### src/rtl/requests.sv
// Request/result structures shared by the MMU, the data cache and main memory.
package requests;

  typedef struct packed {
    logic [63:0] addr;
    logic [63:0] data;
    logic        isWrite;
    logic        isPrivileged;
    logic        isValid;
  } cpuMemRequest_t;

  typedef struct packed {
    logic [63:0] data;
    logic        isValid;
  } cpuMemResult_t;

endpackage

### src/rtl/data_cache.sv
// Direct-mapped, write-through, write-allocate cache of 64-bit words between
// the MMU physical port and main memory. Unaligned accesses bypass the array.
module data_cache
  import requests::*;
#(
  parameter int Lines = 16
) (
  input  logic           clock,
  input  logic           reset,
  input  cpuMemRequest_t cpu_request,
  output cpuMemResult_t  cpu_result,
  input  logic           flush,
  output cpuMemRequest_t mem_request,
  input  cpuMemResult_t  mem_result
);

  localparam int IDX  = $clog2(Lines);
  localparam int TAGW = 64 - 3 - IDX;

  typedef enum logic [1:0] {IDLE, MEM_RD, MEM_WR, DONE} state_t;

  state_t         state_reg, state_next;
  cpuMemResult_t  result_reg, result_next;
  cpuMemRequest_t mem_req_reg, mem_req_next;
  logic           flush_pending_reg, flush_pending_next;
  logic [63:0]    addr_reg, data_reg;

  logic [Lines-1:0] valid_reg, valid_next;
  logic [TAGW-1:0]  tag_mem  [Lines];
  logic [63:0]      line_mem [Lines];

  logic        latch;
  logic        fill;
  logic        clear_all;
  logic [63:0] fill_data;

  logic [IDX-1:0]  req_idx, line_idx;
  logic [TAGW-1:0] req_tag, line_tag;
  logic            req_hit, line_cacheable;

  assign req_idx  = cpu_request.addr[3 +: IDX];
  assign req_tag  = cpu_request.addr[63:3+IDX];
  assign req_hit  = (cpu_request.addr[2:0] == 3'b000) && valid_reg[req_idx] &&
                    (tag_mem[req_idx] == req_tag);

  assign line_idx       = addr_reg[3 +: IDX];
  assign line_tag       = addr_reg[63:3+IDX];
  assign line_cacheable = (addr_reg[2:0] == 3'b000);

  assign cpu_result  = result_reg;
  assign mem_request = mem_req_reg;

  always_comb begin
    state_next         = state_reg;
    result_next        = result_reg;
    mem_req_next       = mem_req_reg;
    flush_pending_next = flush_pending_reg;
    latch              = 1'b0;
    fill               = 1'b0;
    fill_data          = 64'd0;
    clear_all          = 1'b0;

    case (state_reg)
      IDLE: begin
        result_next = '0;
        if (flush) begin
          clear_all = 1'b1;
        end else if (cpu_request.isValid) begin
          latch = 1'b1;
          if (cpu_request.isWrite) begin
            mem_req_next = '{addr: cpu_request.addr, data: cpu_request.data, isWrite: 1'b1,
                             isPrivileged: cpu_request.isPrivileged, isValid: 1'b1};
            state_next   = MEM_WR;
          end else if (req_hit) begin
            result_next = '{data: line_mem[req_idx], isValid: 1'b1};
            state_next  = DONE;
          end else begin
            mem_req_next = '{addr: cpu_request.addr, data: 64'd0, isWrite: 1'b0,
                             isPrivileged: cpu_request.isPrivileged, isValid: 1'b1};
            state_next   = MEM_RD;
          end
        end
      end

      MEM_RD: begin
        if (flush) flush_pending_next = 1'b1;
        if (mem_result.isValid) begin
          fill         = line_cacheable;
          fill_data    = mem_result.data;
          result_next  = '{data: mem_result.data, isValid: 1'b1};
          mem_req_next = '0;
          state_next   = DONE;
        end
      end

      MEM_WR: begin
        if (flush) flush_pending_next = 1'b1;
        if (mem_result.isValid) begin
          fill         = line_cacheable;
          fill_data    = data_reg;
          result_next  = '{data: 64'd0, isValid: 1'b1};
          mem_req_next = '0;
          state_next   = DONE;
        end
      end

      DONE: begin
        // A flush seen during the transaction also drops the line just filled.
        clear_all          = flush_pending_reg | flush;
        flush_pending_next = 1'b0;
        result_next        = '0;
        mem_req_next       = '0;
        state_next         = IDLE;
      end

      default: state_next = IDLE;
    endcase
  end

  for (genvar gi = 0; gi < Lines; gi++) begin : g_valid
    assign valid_next[gi] = clear_all ? 1'b0 :
                            (fill && (line_idx == IDX'(gi))) ? 1'b1 : valid_reg[gi];
  end

  always_ff @(posedge clock) begin
    if (reset) begin
      state_reg         <= IDLE;
      result_reg        <= '0;
      mem_req_reg       <= '0;
      flush_pending_reg <= 1'b0;
      valid_reg         <= '0;
    end else begin
      state_reg         <= state_next;
      result_reg        <= result_next;
      mem_req_reg       <= mem_req_next;
      flush_pending_reg <= flush_pending_next;
      valid_reg         <= valid_next;
    end
  end

  // Tag/data storage carries no reset: the valid bits alone qualify it.
  always_ff @(posedge clock) begin
    if (latch) begin
      addr_reg <= cpu_request.addr;
      data_reg <= cpu_request.data;
    end
    if (fill) begin
      tag_mem[line_idx]  <= line_tag;
      line_mem[line_idx] <= fill_data;
    end
  end

endmodule

### config.mk
export PLATFORM = sky130hd
export DESIGN_NAME = data_cache
export DESIGN_NICKNAME = d
export VERILOG_FILES = /design/src/rtl/requests.sv /design/src/rtl/data_cache.sv
export SDC_FILE = /design/constraint.sdc
export NUM_CORES = 2
export LEC_CHECK = 0
export CORE_UTILIZATION = 45
export CTS_BUF_LIST = sky130_fd_sc_hd__clkbuf_4 sky130_fd_sc_hd__clkbuf_8
export DETAILED_ROUTE_END_ITERATION = 6
export GPL_TIMING_DRIVEN = 0
export PLACE_DENSITY = 0.61
export SYNTH_ARGS = -nofsm -noshare
export SYNTH_HDL_FRONTEND = slang
export SYNTH_SLANG_ARGS = --single-unit
### constraint.sdc
create_clock -name clock -period 13.3 [get_ports clock]
set_clock_uncertainty 0.2 [all_clocks]
set_input_delay 1.995 -clock clock [delete_from_list [all_inputs] [get_ports clock]]
set_output_delay 1.995 -clock clock [all_outputs]
set_load 0.02 [all_outputs]
# --- Word-level counts from Yosys, hierarchy flattened ---
# Memory sizes are Yosys's and may differ from the RTL's.
# Cells that the tools add are included.
word_totals:
  ff_bits: 343
  ram_bits: 1936
  in_bits: 199
  elab_cells: 121
  n_memories: 2
op_classes:
  magnitude_cmp: 1
  eq_ne: 26
  muxes: 35
  bitwise_logic: 1
  reduce_logical: 29
memory_table:
  columns: ["name", "words", "word_bits", "read_ports", "rd_ports_with_merged_regs", "write_ports", "line_no", "text"]
  rows:
  - ["line_mem", 16, 64, 1, 0, 1, "data_cache.sv:30", "logic [63:0] line_mem [Lines];"]
  - ["tag_mem", 16, 57, 1, 0, 1, "data_cache.sv:29", "logic [TAGW-1:0] tag_mem [Lines];"]
op_table:
  columns: ["cell", "n"]
  rows:
  - ["2-to-1 mux 131 bit", 5]
  - ["one-hot mux 131 bit (3 select lines)", 1]
  - ["2-to-1 mux 65 bit", 6]
  - ["one-hot mux 65 bit (4 select lines)", 1]
  - ["2-to-1 mux 64 bit", 2]
  - ["one-hot mux 64 bit (2 select lines)", 1]
  - ["equality test 57 bit", 1]
  - ["equality test 4 bit (second input constant)", 8]
  - ["logical AND 1 bit", 18]
  - ["equality test 4 x 3 -> 1 bit (second input constant)", 4]
  - ["2-to-1 mux 1 bit", 10]
  - ["2-to-1 mux 2 bit", 5]
  - ["equality test 4 x 2 -> 1 bit (second input constant)", 2]
  - ["!= test 2 bit (second input constant)", 4]
  - ["logical NOT 3 bit", 2]
  - ["one-hot mux 2 bit (3 select lines)", 1]
  - ["< comparator 4 x 5 -> 1 bit (second input constant)", 1]
  - ["binary-select mux 1 bit (select 4 bit)", 1]
  - ["equality test 2 bit (second input constant)", 2]
  - ["equality test 4 x 1 -> 1 bit (second input constant)", 1]
  - ["logical NOT 4 bit", 1]
  - ["!= test 2 x 1 -> 1 bit (second input constant)", 2]
  - ["one-hot mux 1 bit (2 select lines)", 2]
  - ["AND reduction 2 bit", 2]
  - ["8 further kinds", 9]

# --- Longest topological paths before layout ---
logic_depth:
  ltp_word: 9
  mapped_depth: 16

# --- Worst setup path before layout ---
# OpenSTA, ideal clock, no wires.
synth_path:
  kind: "in2reg"
  start: "in mem_result[0] in the netlist's numbering"
  end: "mem line_mem[0][0], enable pin"
  arrival_ns: 11.097
  slack_ns: 1.252
  path_stages: 4
  path_cell_list: "nand2_1 > or4_1 > or3_1 > nor3_1"
synth_via:
  elab_chain_cells: 4
synth_rtl:
  columns: ["item", "line_no", "text"]
  rows:
  - ["start, declared", "data_cache.sv:14", "input cpuMemResult_t mem_result"]
  - ["2-to-1 mux 1 bit", "data_cache.sv:87, data_cache.sv:98", null]
  - ["2-to-1 mux 1 bit", null, null]
  - ["2-to-1 mux 1 bit", "data_cache.sv:147", "if (fill) begin"]
  - ["2-to-1 mux 1 bit (implied by the code)", "data_cache.sv:149", "line_mem[line_idx] <= fill_data;"]
  - ["end, declared", "data_cache.sv:30", null]
# Every way passes these cells.

# --- Final worst setup path ---
layout_path:
  start: "in cpu_request[72] in the netlist's numbering"
  end: "reg result_reg, in the netlist cpu_result[56]"
layout_via:
  elab_chain_cells: 9
layout_rtl:
  columns: ["item", "line_no", "text"]
  rows:
  - ["start, declared", "data_cache.sv:10", "input cpuMemRequest_t cpu_request,"]
  - ["branches (longest 4 deep; another with memory read (16 x 57 bit))", null, null]
  - ["2-to-1 mux 65 bit *", "data_cache.sv:74", "end else if (req_hit) begin"]
  - ["2-to-1 mux 65 bit *", "data_cache.sv:70", "if (cpu_request.isWrite) begin"]
  - ["2-to-1 mux 65 bit *", "data_cache.sv:68", "end else if (cpu_request.isValid) begin"]
  - ["2-to-1 mux 65 bit *", "data_cache.sv:66", "if (flush) begin"]
  - ["one-hot mux 65 bit (4 select lines) *", "data_cache.sv:63", "case (state_reg)"]
  - ["end signal, assigned", "data_cache.sv:134", "result_reg <= result_next;"]
  - ["end, declared", "data_cache.sv:23", "cpuMemResult_t result_reg, result_next;"]
# Mark *: on every way between the ends. The select of a mux whose other input is x is not followed.
# A chain may end at the register's enable or synchronous reset.

==> impl_metrics.env <==
export IMPL_synth_ff_type="edfxtp_1"
export IMPL_clock_latency_ps=1060
export IMPL_met2_usage=0.478
export IMPL_power_density_nw_per_um2=162
export IMPL_nets=5553
export IMPL_drt_pass1_iterations=5
export IMPL_drive_gt1_frac=0.253
export IMPL_grt_antenna_before_repair=11
export IMPL_run_status="complete, but fails checks"
export IMPL_pwr_share_seq=0.492
export IMPL_power_share_switching=0.282
export IMPL_setup_viol=0
export IMPL_critPathTopFamily="buffers and inverters"
export IMPL_syn_inst=4407
export IMPL_htreeDepth=5
export IMPL_cp_end_kind="register"
export IMPL_synth_xor_area_frac=0.00617
export IMPL_dieWidth_um=444
export IMPL_largest_register_ffs=1024
export IMPL_finalWorstSetupSlack_ps=5210
export IMPL_grt_overflow=0
export IMPL_drc=0
export IMPL_synth_edff_count=2064
export IMPL_layout_min_cycle_time_ps=8090
export IMPL_clk_pin_slew_ps=60
export IMPL_grt_pass1_wl_mm=398
export IMPL_synth_compound_area_frac=0.0426
export IMPL_ioPinCount=395
export IMPL_yosysWarnings=0
export IMPL_crit_path_cell_trace="clkdlybuf4s50_1 > buf_2 > buf_2 > buf_2 > clkbuf_1 > clkbuf_1 > nand3_1 > a221oi_1 > and3_1 > and4_1 > buf_2 > buf_2 > nand3_1 > a21oi_1"
export IMPL_cts_root_buffer="clkbuf_8"
export IMPL_dp_cells=7494
export IMPL_numPortBuffers=394
export IMPL_tritoncts="built"
export IMPL_drt_iter0_drc=5873
export IMPL_vias=50500
export IMPL_postRouteAntennaNets=0
export IMPL_die_area_sq_um=197000
export IMPL_hold_buffers=0
export IMPL_synth_top_family_by_area="multiplexers"
export IMPL_start_util=0.455
export IMPL_synth_area_leaders="edfxtp_1, mux4_2, dfxtp_1"
export IMPL_synth_top_area_cell="edfxtp_1"
export IMPL_hold_path_class="register to register"
export IMPL_yosysTopAreaCellShare=0.704
export IMPL_synth_cell_types=79
export IMPL_area_growth_syn_to_layout_pct=19.6
export IMPL_synth_simple_area_share=0.0267
export IMPL_relSlewSlack=-0.0651
export IMPL_worstPathRequired_ps=14060
export IMPL_fmax_ghz=0.124
export IMPL_maxCapViolCount=1
export IMPL_syn_mean_instance_area_sq_um=20.0
export IMPL_clockBufferDepth=4
export IMPL_combPwrFrac=0.158
export IMPL_post_cts_resized=0
export IMPL_post_route_period_util=0.608
export IMPL_slew_viol_final=11
export IMPL_synth_fp_nets=4610
export IMPL_vias_per_cell=6.19
export IMPL_leakage_nw=34.5
export IMPL_routed_wl_mm=290
export IMPL_rsz0062_at_grt="false"
export IMPL_tightest_slew_ps=1600
export IMPL_met3_usage=0.0522
export IMPL_numClockSinks=2279
export IMPL_seq_area_frac_synth=0.753
export IMPL_path_buf_inv=8
export IMPL_synth_area_mux_share=0.154
export IMPL_seqCellArea_sq_um=66300
export IMPL_fp_coreArea_sq_um=193000
export IMPL_cts_made_buffers=380
export IMPL_p_int_mw=12.3
export IMPL_routedWlPerCell_um=35.5
export IMPL_peakVddDrop_v=0.000116
export IMPL_place_congestion=0.937
export IMPL_slowest_delay_ps=980
export IMPL_netlist_top_cells_count="edfxtp_1, mux4_2, dfxtp_1"
export IMPL_synth_async_reset_ratio=0
export IMPL_grt_pass1_vias=50500
export IMPL_cts_setup_buffers=0
export IMPL_top_usage_layer="met2"
export IMPL_critPathKind="input pin to register"
export IMPL_use_met1=0.365
export IMPL_final_cells=8162
export IMPL_crit_top_cell="buf_2"
export IMPL_start_kind="input pin"
export IMPL_cp_slowest_cell="clkbuf_1"
export IMPL_ys_seq_elements=2279
export IMPL_multiInputGateArea_sq_um=20300
export IMPL_grtUsageTotal=0.292
export IMPL_power_switching_mw=4.82
export IMPL_rows=161
export IMPL_setup_tns_ps=0
export IMPL_post_place_ws_ps=4450
export IMPL_synth_most_common_cell="edfxtp_1"
export IMPL_nFillCells=15100
export IMPL_pwr_share_clk=0.350
export IMPL_cp_arrival_ps=8850
export IMPL_path_max_fanout=10
export IMPL_violations="capacitance limit, slew limit"
export IMPL_regMostFlops="line_mem"
export IMPL_synth_fa_ha_area_frac=0.000568
export IMPL_synth_area_sq_um=88000
export IMPL_final_hold_viol_count=0
export IMPL_grt_max_degree=29
export IMPL_die_y_um=444
export IMPL_hpwl_mm=197
-- tightest hold or removal path: stages (launching register included) --
cell and delay, ps:
dfxtp_1 310, nand2_1 50, mux2i_1 50
-- cell type report --
type | count | area share
sequential | 2279 | 0.630
multi-input combinational | 1831 | 0.193
timing repair buffer | 561 | 0.0644
clock buffer | 526 | 0.0609
tap | 2526 | 0.0300
buffer | 273 | 0.0140
clock inverter | 135 | 0.00702
inverter | 24 | 0.000856
antenna | 7 | 0.000166
-- placed cells by master, fill, tap and decap left out, drive strengths merged, types with 105 or more instances in the layout --
cell	instances
clkdlybuf4s50	394
a22oi	105
a21oi	144
mux2i	212
nand2	117
mux4	495
nand3	148
buf	307
edfxtp	2064
nor2	113
clkbuf	659
clkinv	119
dfxtp	215
-- final timing paths --
| check | from | endpoint | slack (ps) | cells past startpoint |
|---|---|---|---|---|
| worst max-delay path | cpu_request[72] | cpu_result[56] | 5210 | 14 |
| worst min-delay path | mem_request[129] | mem_request[129] | 260 | 2 |
| worst max register to register | tag_mem[15][19] | cpu_result[56] | 8320 | 11 |
| worst min register to register | mem_request[129] | mem_request[129] | 260 | 2 |
-- kinds of logic (layout without fill, tap and decap cells) --
logic type | Yosys count | after routing
adders and majority gates | 4 | 4
and+or+nand+nor | 494 | 494
muxes | 729 | 729
DFF | 2279 | 2279
buffers and inverters | 297 | 1519
xor gates and xnor gates | 62 | 62
other | 0 | 7
AOI/OAI and AO/OA | 542 | 542
-- power groups by stage --
stage	Sequential, mW	Combinational, mW	Clock [mW]
floorplan	8.65	1.13	0
global placement	8.58	2.62	0
detailed placement	8.55	2.69	0
CTS	8.40	2.70	6.04
global route	8.42	2.80	6.33
finish	8.40	2.71	5.97
-- per-layer routing --
metal / part of all wire / up-vias
met4: 0.068 / 2
li1: - / 20200
met2: 0.49 / 2912
met3: 0.080 / 652
met1: 0.37 / 26700
met5: 0.000045 / -
-- stage by stage --
step,instance area (sq um),utilization,total power [mW],hold WS [ps]
6_report,105000,0.544,17.1,257
5_1_grt,105000,0.544,17.6,273
4_1_cts,105000,0.544,17.1,260
3_5_place_dp,98100,0.507,11.2,247
3_3_place_gp,95200,0.492,11.2,241
2_1_floorplan,88000,-,9.78,226
No activity file was read; power rests on OpenSTA's default activity.
==> patch (same flow settings) <==
Add an input register stage for `cpu_request`, `flush` and `mem_result`; this delays them by one clock.
--- a/src/rtl/data_cache.sv
+++ b/src/rtl/data_cache.sv
@@ -21,2 +21,12 @@
 
+  cpuMemRequest_t cpu_request_q;
+  logic flush_q;
+  cpuMemResult_t mem_result_q;
+
+  always_ff @(posedge clock) begin
+    cpu_request_q <= cpu_request;
+    flush_q       <= flush;
+    mem_result_q  <= mem_result;
+  end
+
   state_t         state_reg, state_next;
@@ -40,5 +50,5 @@
 
-  assign req_idx  = cpu_request.addr[3 +: IDX];
-  assign req_tag  = cpu_request.addr[63:3+IDX];
-  assign req_hit  = (cpu_request.addr[2:0] == 3'b000) && valid_reg[req_idx] &&
+  assign req_idx  = cpu_request_q.addr[3 +: IDX];
+  assign req_tag  = cpu_request_q.addr[63:3+IDX];
+  assign req_hit  = (cpu_request_q.addr[2:0] == 3'b000) && valid_reg[req_idx] &&
                     (tag_mem[req_idx] == req_tag);
@@ -65,9 +75,9 @@
         result_next = '0;
-        if (flush) begin
+        if (flush_q) begin
           clear_all = 1'b1;
-        end else if (cpu_request.isValid) begin
+        end else if (cpu_request_q.isValid) begin
           latch = 1'b1;
-          if (cpu_request.isWrite) begin
-            mem_req_next = '{addr: cpu_request.addr, data: cpu_request.data, isWrite: 1'b1,
-                             isPrivileged: cpu_request.isPrivileged, isValid: 1'b1};
+          if (cpu_request_q.isWrite) begin
+            mem_req_next = '{addr: cpu_request_q.addr, data: cpu_request_q.data, isWrite: 1'b1,
+                             isPrivileged: cpu_request_q.isPrivileged, isValid: 1'b1};
             state_next   = MEM_WR;
@@ -77,4 +87,4 @@
           end else begin
-            mem_req_next = '{addr: cpu_request.addr, data: 64'd0, isWrite: 1'b0,
-                             isPrivileged: cpu_request.isPrivileged, isValid: 1'b1};
+            mem_req_next = '{addr: cpu_request_q.addr, data: 64'd0, isWrite: 1'b0,
+                             isPrivileged: cpu_request_q.isPrivileged, isValid: 1'b1};
             state_next   = MEM_RD;
@@ -85,7 +95,7 @@
       MEM_RD: begin
-        if (flush) flush_pending_next = 1'b1;
-        if (mem_result.isValid) begin
+        if (flush_q) flush_pending_next = 1'b1;
+        if (mem_result_q.isValid) begin
           fill         = line_cacheable;
-          fill_data    = mem_result.data;
-          result_next  = '{data: mem_result.data, isValid: 1'b1};
+          fill_data    = mem_result_q.data;
+          result_next  = '{data: mem_result_q.data, isValid: 1'b1};
           mem_req_next = '0;
@@ -96,4 +106,4 @@
       MEM_WR: begin
-        if (flush) flush_pending_next = 1'b1;
-        if (mem_result.isValid) begin
+        if (flush_q) flush_pending_next = 1'b1;
+        if (mem_result_q.isValid) begin
           fill         = line_cacheable;
@@ -108,3 +118,3 @@
         // A flush seen during the transaction also drops the line just filled.
-        clear_all          = flush_pending_reg | flush;
+        clear_all          = flush_pending_reg | flush_q;
         flush_pending_next = 1'b0;
@@ -143,4 +153,4 @@
     if (latch) begin
-      addr_reg <= cpu_request.addr;
-      data_reg <= cpu_request.data;
+      addr_reg <= cpu_request_q.addr;
+      data_reg <= cpu_request_q.data;
     end
Function: not settled (the Yosys comparison gave no result); the edit may change what the design does.
==> patch against the original RTL <==
  * The flow still finishes with violations (capacitance limit, slew limit)
  * Power up 8.4%
  * Sequential cell count up 197
  * Setup slack better by 0.68 ns
  * Clock power rose by 13%
  * Final area grew 5.6%
  * Area after synthesis is 5.5% higher
  * Worst hold slack got worse by 0.032 ns
  * Routed wire length up 1.9%
  * Largest cell class unchanged
  * Highest routed layer is now met4
==> patch: results (changes against the original RTL) <==
FF-to-FF End: mem_request[124]$_SDFFE_PP0P_ (was cpu_result[56]$_SDFFE_PP0P_)
Syn_nets: 4,928 (was 4,610)
Total Wirelength: 296,000 um (was 290,000 um)
Slew HR: -5.07% (was -6.51%)
Vias in the first global route: 52.6k (was 50.5k)
Area contributors post-synth: edfxtp_1 67%, mux4_2 12%, dfxtp_1 8.9% (was edfxtp_1 70%, mux4_2 13%, dfxtp_1 4.9%)
Fmax: 0.135 GHz (was 0.124 GHz)
Placed Area: 103,000 um^2 (was 98,100 um^2)
Max_cap viols: 4 (was 1)
Share of post-route cells with drive strength above 1: 25.4% (was 25.3%)
Worst R2R Start: cpu_request_q[73]$_DFF_P_ (was tag_mem[15][19]$_DFFE_PP_)
Area occupied by multi-input gates: 21,300 um^2 (was 20,300 um^2)
Peak supply drop: 0.000132 V (was 0.000116 V)
Crit path max fanout: 10 (unchanged)
Register-to-Register Path Depth: 14 (was 11)
Sequential cell area fraction in the yosys report: 75.6% (was 75.3%)
Hold depth: 0 (was 2)
Synth cell count leaders: 2,064 x edfxtp_1, 506 x mux4_2, 412 x dfxtp_1 (was 2,064 x edfxtp_1, 494 x mux4_2, 215 x dfxtp_1)
# nets final: 5,897 (was 5,553)
Slew Limit Fails: 36 (was 11)
Global-route wire length before repair: 408,000 um (was 398,000 um)
Pre-CTS WS: 6.05 ns (was 4.45 ns)
Gates resized, CTS repair: 0 (unchanged)
Setup Buffers After CTS: 0 (unchanged)
Root buf cell: clkbuf_8 (unchanged)
Register-to-register setup slack: 5.89 ns (was 8.32 ns)
Worst min-delay path class: reg -> reg (unchanged)
Initial antenna violation count: 10 (was 11)
Distinct cells, synth: 77 (was 79)
DR pass1 iterations: 6 (was 5)
Outcome: complete, but fails checks (unchanged)
Data arrival, critical path: 8.19 ns (was 8.85 ns)
WL per Instance: 33.9 um (was 35.5 um)
Synthesized instance count: 4,725 (was 4,407)
Violated checks: capacitance limit, slew limit (unchanged)
Dpl cells: 7,969 (was 7,494)
Synth Flop Type: edfxtp_1 (unchanged)
Post-DP HPWL: 198,000 um (was 197,000 um)
Crit Path Category: reg -> reg (was in -> reg)
Number of port buffers: 394 (unchanged)
Clock Latency Late Sink: 1.09 ns (was 1.06 ns)
Clock Tree Buf Depth: 4 (unchanged)
CTS Buf Count: 410 (was 380)
Layout filler cell count: 16.0k (was 15.1k)
Pin count of the biggest net entering global routing: 48 (was 29)
Clock slew at reported path FFs: 0.06 ns (about the same)
Ys async rst share: 0% (unchanged)
GPL Wtd Cong: 0.902 (was 0.937)
DR vias: 52.5k (was 50.5k)
Total track usage: 28.2% (was 29.2%)
First DRT Iteration DRCs: 5,988 (was 5,873)
Largest regs: line_mem x1024, tag_mem x912
P_leak: 36.3 nW (was 34.5 nW)
[patch: cell types whose count changed in the layout (fill, tap and decap cells not counted), moves of 23 or more]
cell / unedited run / this run
xnor2_1: 37 / 14
dfxtp_1: 215 / 412
a211oi_2: 0 / 50
nand4_1: 14 / 83
a32o_1: 66 / 0
o21ai_0: 87 / 60
nor2_1: 98 / 174
nand2b_1: 10 / 144
a21oi_1: 144 / 80
nand3b_1: 3 / 60
clkbuf_8: 393 / 444
nand3_1: 148 / 25
[patch: metal layers]
layer | GRT usage (%) | vias to the layer above | routed length [um]
met5 | 0 | - | 0
met1 | 36.3 | 27700 | 111000
met2 | 47.0 | 2954 | 146000
li1 | - | 21200 | -
met3 | 4.64 | 597 | 23900
met4 | 12.8 | 0 | 14400
[patch: power breakdown]
| group | leakage, nW | switching, mW | internal [mW] | total, mW |
|---|---|---|---|---|
| clock | 4.32 | 3.03 | 3.69 | 6.72 |
| combinational | 9.92 | 1.87 | 0.866 | 2.74 |
| sequential | 22.1 | 0.245 | 8.82 | 9.07 |
[patch: layout make-up]
cell class                 instances  area share, %
buffer                           281           1.27
tap                             2688           3.03
sequential                      2476           63.2
antenna                            9         0.0203
inverter                          19         0.0642
multi-input combinational       1949           19.1
clock inverter                   143          0.829
clock buffer                     591           6.49
timing repair buffer             557           5.96
[patch: kinds of logic (layout without fill, tap and decap cells)]
| family | count (synthesis) | after routing | share of synthesized area (%) |
|---|---|---|---|
| mux | 719 | 719 | 14.6 |
| xor+xnor | 29 | 29 | 0.274 |
| fa+ha+maj | 4 | 4 | 0.0539 |
| compound gates | 447 | 447 | 3.52 |
| buf+inv | 300 | 1591 | 1.58 |
| simple gates | 750 | 750 | 4.35 |
| other cells | 0 | 9 | 0 |
| flops | 2476 | 2476 | 75.6 |
[patch: worst max-delay path, stage by stage, from the launching register on]
cell,delay [ns]
dfxtp_1,0.50
buf_2,0.41
buf_4,0.34
buf_2,0.54
clkbuf_1,0.95
nor3_1,0.14
a2111oi_0,1.31
a21oi_1,0.11
nand4b_1,0.18
nor4_1,0.06
nand4_1,0.20
o21a_1,0.85
buf_2,0.49
buf_2,0.76
mux2i_1,0.27
[patch: worst min path at each step]
stage	startpoint	to	slack, ns
after floorplan	cpu_request_q[81]$_DFF_P_	addr_reg[14]$_DFFE_PP_	0.21
after global placement	cpu_request_q[51]$_DFF_P_	data_reg[48]$_DFFE_PP_	0.22
after detailed placement	cpu_request_q[26]$_DFF_P_	data_reg[23]$_DFFE_PP_	0.22
after CTS	cpu_request_q[62]$_DFF_P_	data_reg[59]$_DFFE_PP_	0.24
after global routing	cpu_request_q[71]$_DFF_P_	addr_reg[4]$_DFFE_PP_	0.24
final	cpu_request_q[71]$_DFF_P_	addr_reg[4]$_DFFE_PP_	0.22
